## config.mk

```make
export PLATFORM = sky130hd
export DESIGN_NAME = inst_fetch_queue
export DESIGN_NICKNAME = d
export VERILOG_FILES = /design/src/rtl/inst_fetch_queue.sv
export SDC_FILE = /design/constraint.sdc
export NUM_CORES = 1
export LEC_CHECK = 0
export CAP_MARGIN = 15
export CORE_ASPECT_RATIO = 1.2
export CORE_MARGIN = 10
export CORE_UTILIZATION = 50
export DETAILED_ROUTE_END_ITERATION = 7
export PLACE_DENSITY = 0.87
export RECOVER_POWER = 25
export SLEW_MARGIN = 25
export SYNTH_ARGS = -nofsm -noshare
export SYNTH_HDL_FRONTEND = slang
export SYNTH_SLANG_ARGS = --single-unit
```

## constraint.sdc

```tcl
create_clock -name clk -period 4.64 [get_ports clk]
set_clock_uncertainty 0.2 [all_clocks]
set_input_delay 0.928 -clock clk [delete_from_list [all_inputs] [get_ports clk]]
set_output_delay 0.928 -clock clk [all_outputs]
set_load 0.1 [all_outputs]
```

## src/rtl/inst_fetch_queue.sv

```systemverilog
// rtl/inst_fetch_queue.sv - fetch PC owner, in-order imem requester and DEPTH-entry instruction queue
// Optional feature macro: FETCH_BYPASS_EN (combinational forwarding of a fill into an empty head)
module inst_fetch_queue #(
  parameter int          DEPTH    = 4,
  parameter logic [31:0] RESET_PC = 32'h0000_0000
) (
  input  logic                    clk,
  input  logic                    rst,
  input  logic                    redirect,
  input  logic [31:0]             redirect_pc,
  output logic                    imem_req,
  output logic [31:0]             imem_addr,
  input  logic                    imem_gnt,
  input  logic                    imem_rvalid,
  input  logic [31:0]             imem_rdata,
  input  logic                    deq,
  output logic                    instr_valid,
  output logic [31:0]             instr,
  output logic [31:0]             pc_out,
  output logic [$clog2(DEPTH):0]  count
);

  localparam int AW = $clog2(DEPTH);
  localparam int PW = AW + 1;

  typedef enum logic {S_FETCH, S_DISCARD} state_t;

  state_t          state_q, state_d;
  logic            run_q, run_d;
  logic [31:0]     fetch_pc_q, fetch_pc_d;
  logic [PW-1:0]   head_q, head_d;
  logic [PW-1:0]   tail_q, tail_d;
  logic [PW-1:0]   fill_q, fill_d;
  logic [PW-1:0]   discard_cnt_q, discard_cnt_d;
  logic [DEPTH-1:0] rdy_q, rdy_d;

  logic [31:0]     pc_mem_q   [DEPTH];
  logic [31:0]     data_mem_q [DEPTH];

  logic [AW-1:0]   head_idx, tail_idx, fill_idx;
  logic [PW-1:0]   inflight;
  logic            full, head_rdy, fill_en, fill_wr, bypass_hit;
  logic            pop, grant, alloc, old_resp;

  // Queue status, head outputs and request generation
  always_comb begin
    head_idx = head_q[AW-1:0];
    tail_idx = tail_q[AW-1:0];
    fill_idx = fill_q[AW-1:0];
    full     = (head_q[AW] != tail_q[AW]) && (head_idx == tail_idx);
    count    = tail_q - head_q;
    inflight = tail_q - fill_q;
    head_rdy = rdy_q[head_idx];
    // A response belongs to an old request only if something is still unfilled
    old_resp = imem_rvalid && (inflight != '0);
    fill_en  = (state_q == S_FETCH) && old_resp && !redirect;
`ifdef FETCH_BYPASS_EN
    // No ready entry means the oldest unfilled slot is the head itself
    bypass_hit = fill_en && !head_rdy;
`else
    bypass_hit = 1'b0;
`endif
    instr_valid = head_rdy || bypass_hit;
    if (head_rdy) begin
      instr = data_mem_q[head_idx];
    end else if (bypass_hit) begin
      instr = imem_rdata;
    end else begin
      instr = 32'h0;
    end
    pc_out    = instr_valid ? pc_mem_q[head_idx] : 32'h0;
    pop       = deq && instr_valid && !redirect;
    imem_req  = run_q && (state_q == S_FETCH) && (!full || pop);
    imem_addr = fetch_pc_q;
    grant     = imem_req && imem_gnt;
    alloc     = grant && !redirect;
    // A bypassed word that is consumed immediately never needs a slot write
    fill_wr   = fill_en && !(bypass_hit && pop);
  end

  // Next-state logic: pointers, ready bits, fetch PC and discard bookkeeping
  always_comb begin
    state_d       = state_q;
    run_d         = 1'b1;
    fetch_pc_d    = fetch_pc_q;
    head_d        = head_q;
    tail_d        = tail_q;
    fill_d        = fill_q;
    discard_cnt_d = discard_cnt_q;
    rdy_d         = rdy_q;
    case (state_q)
      S_FETCH: begin
        if (redirect) begin
          // Everything in flight, including a same-cycle grant, must be drained;
          // a same-cycle response completes an old request and is dropped here
          rdy_d         = '0;
          head_d        = '0;
          tail_d        = '0;
          fill_d        = '0;
          fetch_pc_d    = redirect_pc;
          discard_cnt_d = inflight + PW'(grant) - PW'(old_resp);
          state_d       = (discard_cnt_d != '0) ? S_DISCARD : S_FETCH;
        end else begin
          if (pop) begin
            rdy_d[head_idx] = 1'b0;
            head_d          = head_q + PW'(1);
          end
          if (fill_en) begin
            if (fill_wr) begin
              rdy_d[fill_idx] = 1'b1;
            end
            fill_d = fill_q + PW'(1);
          end
          if (grant) begin
            rdy_d[tail_idx] = 1'b0;
            tail_d          = tail_q + PW'(1);
            fetch_pc_d      = fetch_pc_q + 32'd4;
          end
        end
      end
      S_DISCARD: begin
        if (redirect) begin
          fetch_pc_d = redirect_pc;
        end
        if (imem_rvalid && (discard_cnt_q != '0)) begin
          discard_cnt_d = discard_cnt_q - PW'(1);
          if (discard_cnt_q == PW'(1)) begin
            state_d = S_FETCH;
          end
        end
      end
      default: state_d = S_FETCH;
    endcase
  end

  // Control state registers with asynchronous clear
  always_ff @(posedge clk or negedge rst) begin
    if (!rst) begin
      state_q       <= S_FETCH;
      run_q         <= 1'b0;
      fetch_pc_q    <= RESET_PC;
      head_q        <= '0;
      tail_q        <= '0;
      fill_q        <= '0;
      discard_cnt_q <= '0;
      rdy_q         <= '0;
    end else begin
      state_q       <= state_d;
      run_q         <= run_d;
      fetch_pc_q    <= fetch_pc_d;
      head_q        <= head_d;
      tail_q        <= tail_d;
      fill_q        <= fill_d;
      discard_cnt_q <= discard_cnt_d;
      rdy_q         <= rdy_d;
    end
  end

  // Slot payload storage; validity is tracked by rdy_q so no reset is needed
  always_ff @(posedge clk) begin
    if (alloc) begin
      pc_mem_q[tail_idx] <= imem_addr;
    end
    if (fill_wr) begin
      data_mem_q[fill_idx] <= imem_rdata;
    end
  end

endmodule

```

==> metrics <==
main combinational cell family by area after synthesis multiplexers; top post-synthesis cells by area edfxtp_1 58%, mux4_2 11%, dfrtp_1 9.4%; DR pass1 iterations 5; Remaining Overflow, GRT 0; Die X-Extent 169.2 um; RD Place Congestion 0.8753; Critical Path AT approximately 2900 ps; mux cell area share after synthesis 0.1133; sequential-to-total area share from yosys stat 0.6694; Pleak 5.726 nW; Post-Synth Adder-Cell Area 0.02418; CP Launch Type flop; Top delay family on crit path flip-flops; dpl ws 471.2 ps; drc violations 0; Clk pwr share 0.202; syn_nets approximately 920; WL/cell 23.39 um; Max Slew Vio Count 41; Yosys warnings 0; slowest stage cell, crit path dfrtp_4; XOR/XNOR Fraction of Synth Area 0.004310; Final WS setup 606.5 ps; CP Buf/Inv Count 2; Setup CP Type reg2out; Final Util 0.6146; vias in the first global route 8254; dominant synthesized flop cell edfxtp_1; library cells used by synthesis 76; Post-DP Area 15280 um2; cts bufs inserted 27; Die Span Y between 150 and 200 um; Met3 Routed Length 2.197 mm; WHS Endpoint discard_cnt_q[1]; GRT Total Usage 0.1822; crit-path cells mux2i_2 -> nand2_1 -> o21ai_4 -> buf_4 -> nor2b_1 -> buf_4; initial antenna violation count 2; met2 WL 16.52 mm; period utilization 0.8693; Layout Nets 1093; cts hold-fix bufs 0; ys async rst share 0.1634; placement row count 65; Avg Cell Area, Syn 16.11 um2; Final Hold Fails 0; Clock transition at path regs 70 ps; P_sw 0.005497 W; Pint about 0.006 W; hold slack 304.7 ps; initial DRC count 807; Area Growth Syn to Fin 21.29%; FMAX 247.9 MHz; Max rail drop VDD 1.121 mV; Via density 5.954; clock sinks 306; root buffer cell clkbuf_16; PortBufs 170; largest net degree at the start of global routing 60; CTS tree built; vias slightly above 8000; critical path required time between 3000 and 4000 ps; worst hold path depth 2; Top Layer Used met4; Synth Area in Simple Gates 0.09052; total I/O pin count 171; Post-Route WL between 30 and 40 mm; RR Endpoint discard_cnt_q[2]; Flop pwr share 0.302; Starting Density 0.5067; worst slew pin tran 2355 ps; outcome finished with violations; Hold Crit Class reg2reg; most frequent cell on the critical path buf_4; first-pass GRT wire length 48.41 mm; failing checks max-capacitance violations, max-slew violations; Final setup violation count 0; share of layout cells above drive strength 1 0.2250; CP max FO 40; Post-CTS Resized 0; number of flops mapped to enable cells by yosys 256; CP Capture Type output port; antenna viol nets, final 0; minimum clock period 4034 ps; post-synthesis compound-gate area fraction 0.07140; die area 33670 um2; CTS H-Tree Depth 1; R2R depth 13; clock buffer depth 3; Finished Cell Area 16200 um2; M1 WL 11.85 mm; Critical Path Max Stage Delay just under 800 ps; Fillers 1875; Slew HR -0.5700; Core Region 26350 um2; unrepaired setup endpoints after global routing no; synthesis-stage register bit count around 310; r2r setup slk between 900 and 1000 ps; # Post-CTS Setup Buffers 0; clock latency on the worst-skew pair 530 ps; area share of the leading cell type in the synthesized netlist 0.5757; Syn Std Cell Area 13350 um2; max cap viols 1; hold_sp discard_cnt_q[1]; Syn Inst Count about 830; Switching Share 0.4784; post-detail-place hpwl between 20 and 25 mm; pwr dens between 700 and 800 nW/um2; RR Startpoint head_q[1]; Yosys top cell by area edfxtp_1; combinational power share 0.495
## power groups by stage
stage / Sequential [W] / Combinational, W / Clock [W]
5_1_grt: 0.00352 / 0.00594 / 0.00245
4_1_cts: 0.00348 / 0.00574 / 0.00236
6_report: 0.00347 / 0.00569 / 0.00232
3_5_place_dp: 0.00353 / 0.00572 / 0
2_1_floorplan: 0.00371 / 0.00426 / 0
3_3_place_gp: 0.00352 / 0.00566 / 0
## logic make-up (layout without fill, tap and decap cells)
group	count (synthesis)	after routing
DFF	306	306
and+or+nand+nor	208	208
AOI/OAI and AO/OA	131	131
buffers and inverters	84	273
muxes	70	70
adders and majority gates	24	24
xor gates and xnor gates	5	5
other	1	3
## layer usage
layer | GRT usage | up-vias
met5 | 0 | -
met4 | 0.06944 | 0
met3 | 0.03514 | 65
met2 | 0.3127 | 325
met1 | 0.2233 | 4091
li1 | - | 3587
## layout by cell type (no fill, tap or decap), types with 4 or more instances in the layout
master / instances
a221oi_1: 5
and2_1: 5
nor2_1: 31
nand4_1: 4
a21oi_1: 24
o21ai_0: 24
nand3_1: 18
a2111oi_0: 5
o32ai_1: 4
and3_1: 9
a32oi_1: 4
nand2b_1: 8
clkinvlp_4: 4
clkdlybuf4s50_1: 98
bufinv_16: 4
o22ai_1: 8
ha_1: 21
a22oi_1: 5
o31ai_1: 9
mux4_2: 64
nor3_1: 9
edfxtp_1: 256
clkbuf_1: 6
dfrtp_1: 48
nor3_2: 5
buf_4: 83
nor2b_1: 73
inv_1: 36
a31oi_1: 8
nand2_1: 21
and3_2: 4
clkbuf_16: 28
## layout make-up
| type | instances | area [um2] | share of cell area |
|---|---|---|---|
| Inverter | 37 | 138.9 | 0.008575 |
| Timing Repair Buffer | 188 | 1665 | 0.1028 |
| Tap cell | 335 | 419.2 | 0.02588 |
| Sequential cell | 306 | 8946 | 0.5524 |
| Clock inverter | 16 | 197.7 | 0.01221 |
| Antenna cell | 2 | 5.005 | 0.0003090 |
| Clock buffer | 32 | 725.7 | 0.04481 |
| Multi-Input combinational cell | 439 | 4098 | 0.2530 |
## cell usage after synthesis (4+ instances only)
cell type / number
a21oi_1: 24
buf_2: 11
o22ai_1: 8
o21ai_0: 25
nand4_1: 4
nand2b_1: 8
clkbuf_1: 31
a22oi_1: 5
and2_1: 5
and3_1: 13
o32ai_1: 4
o31ai_1: 9
dfrtp_1: 50
a31oi_1: 8
mux4_2: 64
nand2_1: 21
a2111oi_0: 5
nand3_1: 18
nor2_1: 32
ha_1: 21
a221oi_1: 5
edfxtp_1: 256
nor3_1: 13
a32oi_1: 4
inv_1: 36
nor2b_1: 73
## worst max-delay path by stage
stage | startpoint | slack (ps) | cells after the start | to
2_1_floorplan | head_q[1] | -390 | 9 | pc_mem_q[3][0]
3_3_place_gp | deq | 590 | 13 | discard_cnt_q[2]
3_5_place_dp | deq | 470 | 13 | discard_cnt_q[2]
4_1_cts | head_q[1] | 580 | 6 | pc_out[8]
5_1_grt | head_q[1] | 460 | 6 | pc_out[9]
6_report | head_q[1] | 610 | 6 | pc_out[9]
## sequential cells by signal (all words and copies together), names as in the netlist
name and flops:
data_mem_q 128, discard_cnt_q 3, fill_q 3, head_q 3, imem_addr 32, pc_mem_q 128, rdy_q 4, run_q 1
state_q 1, tail_q 3
## worst min-delay path: stages, from the launching register on
cell	delay, ps
dfrtp_1	350
nand2_1	50
o21ai_0	70
## metrics by stage
step / TNS (ps) / total power, W / instances
3_3_place_gp: 0 / 0.009189 / 1305
3_5_place_dp: 0 / 0.009253 / 1305
6_report: 0 / 0.01149 / 1355
5_1_grt: 0 / 0.01190 / 1355
2_1_floorplan: -49520 / 0.007964 / 829
4_1_cts: 0 / 0.01158 / 1353
No activity file was read; power rests on OpenSTA's default activity.
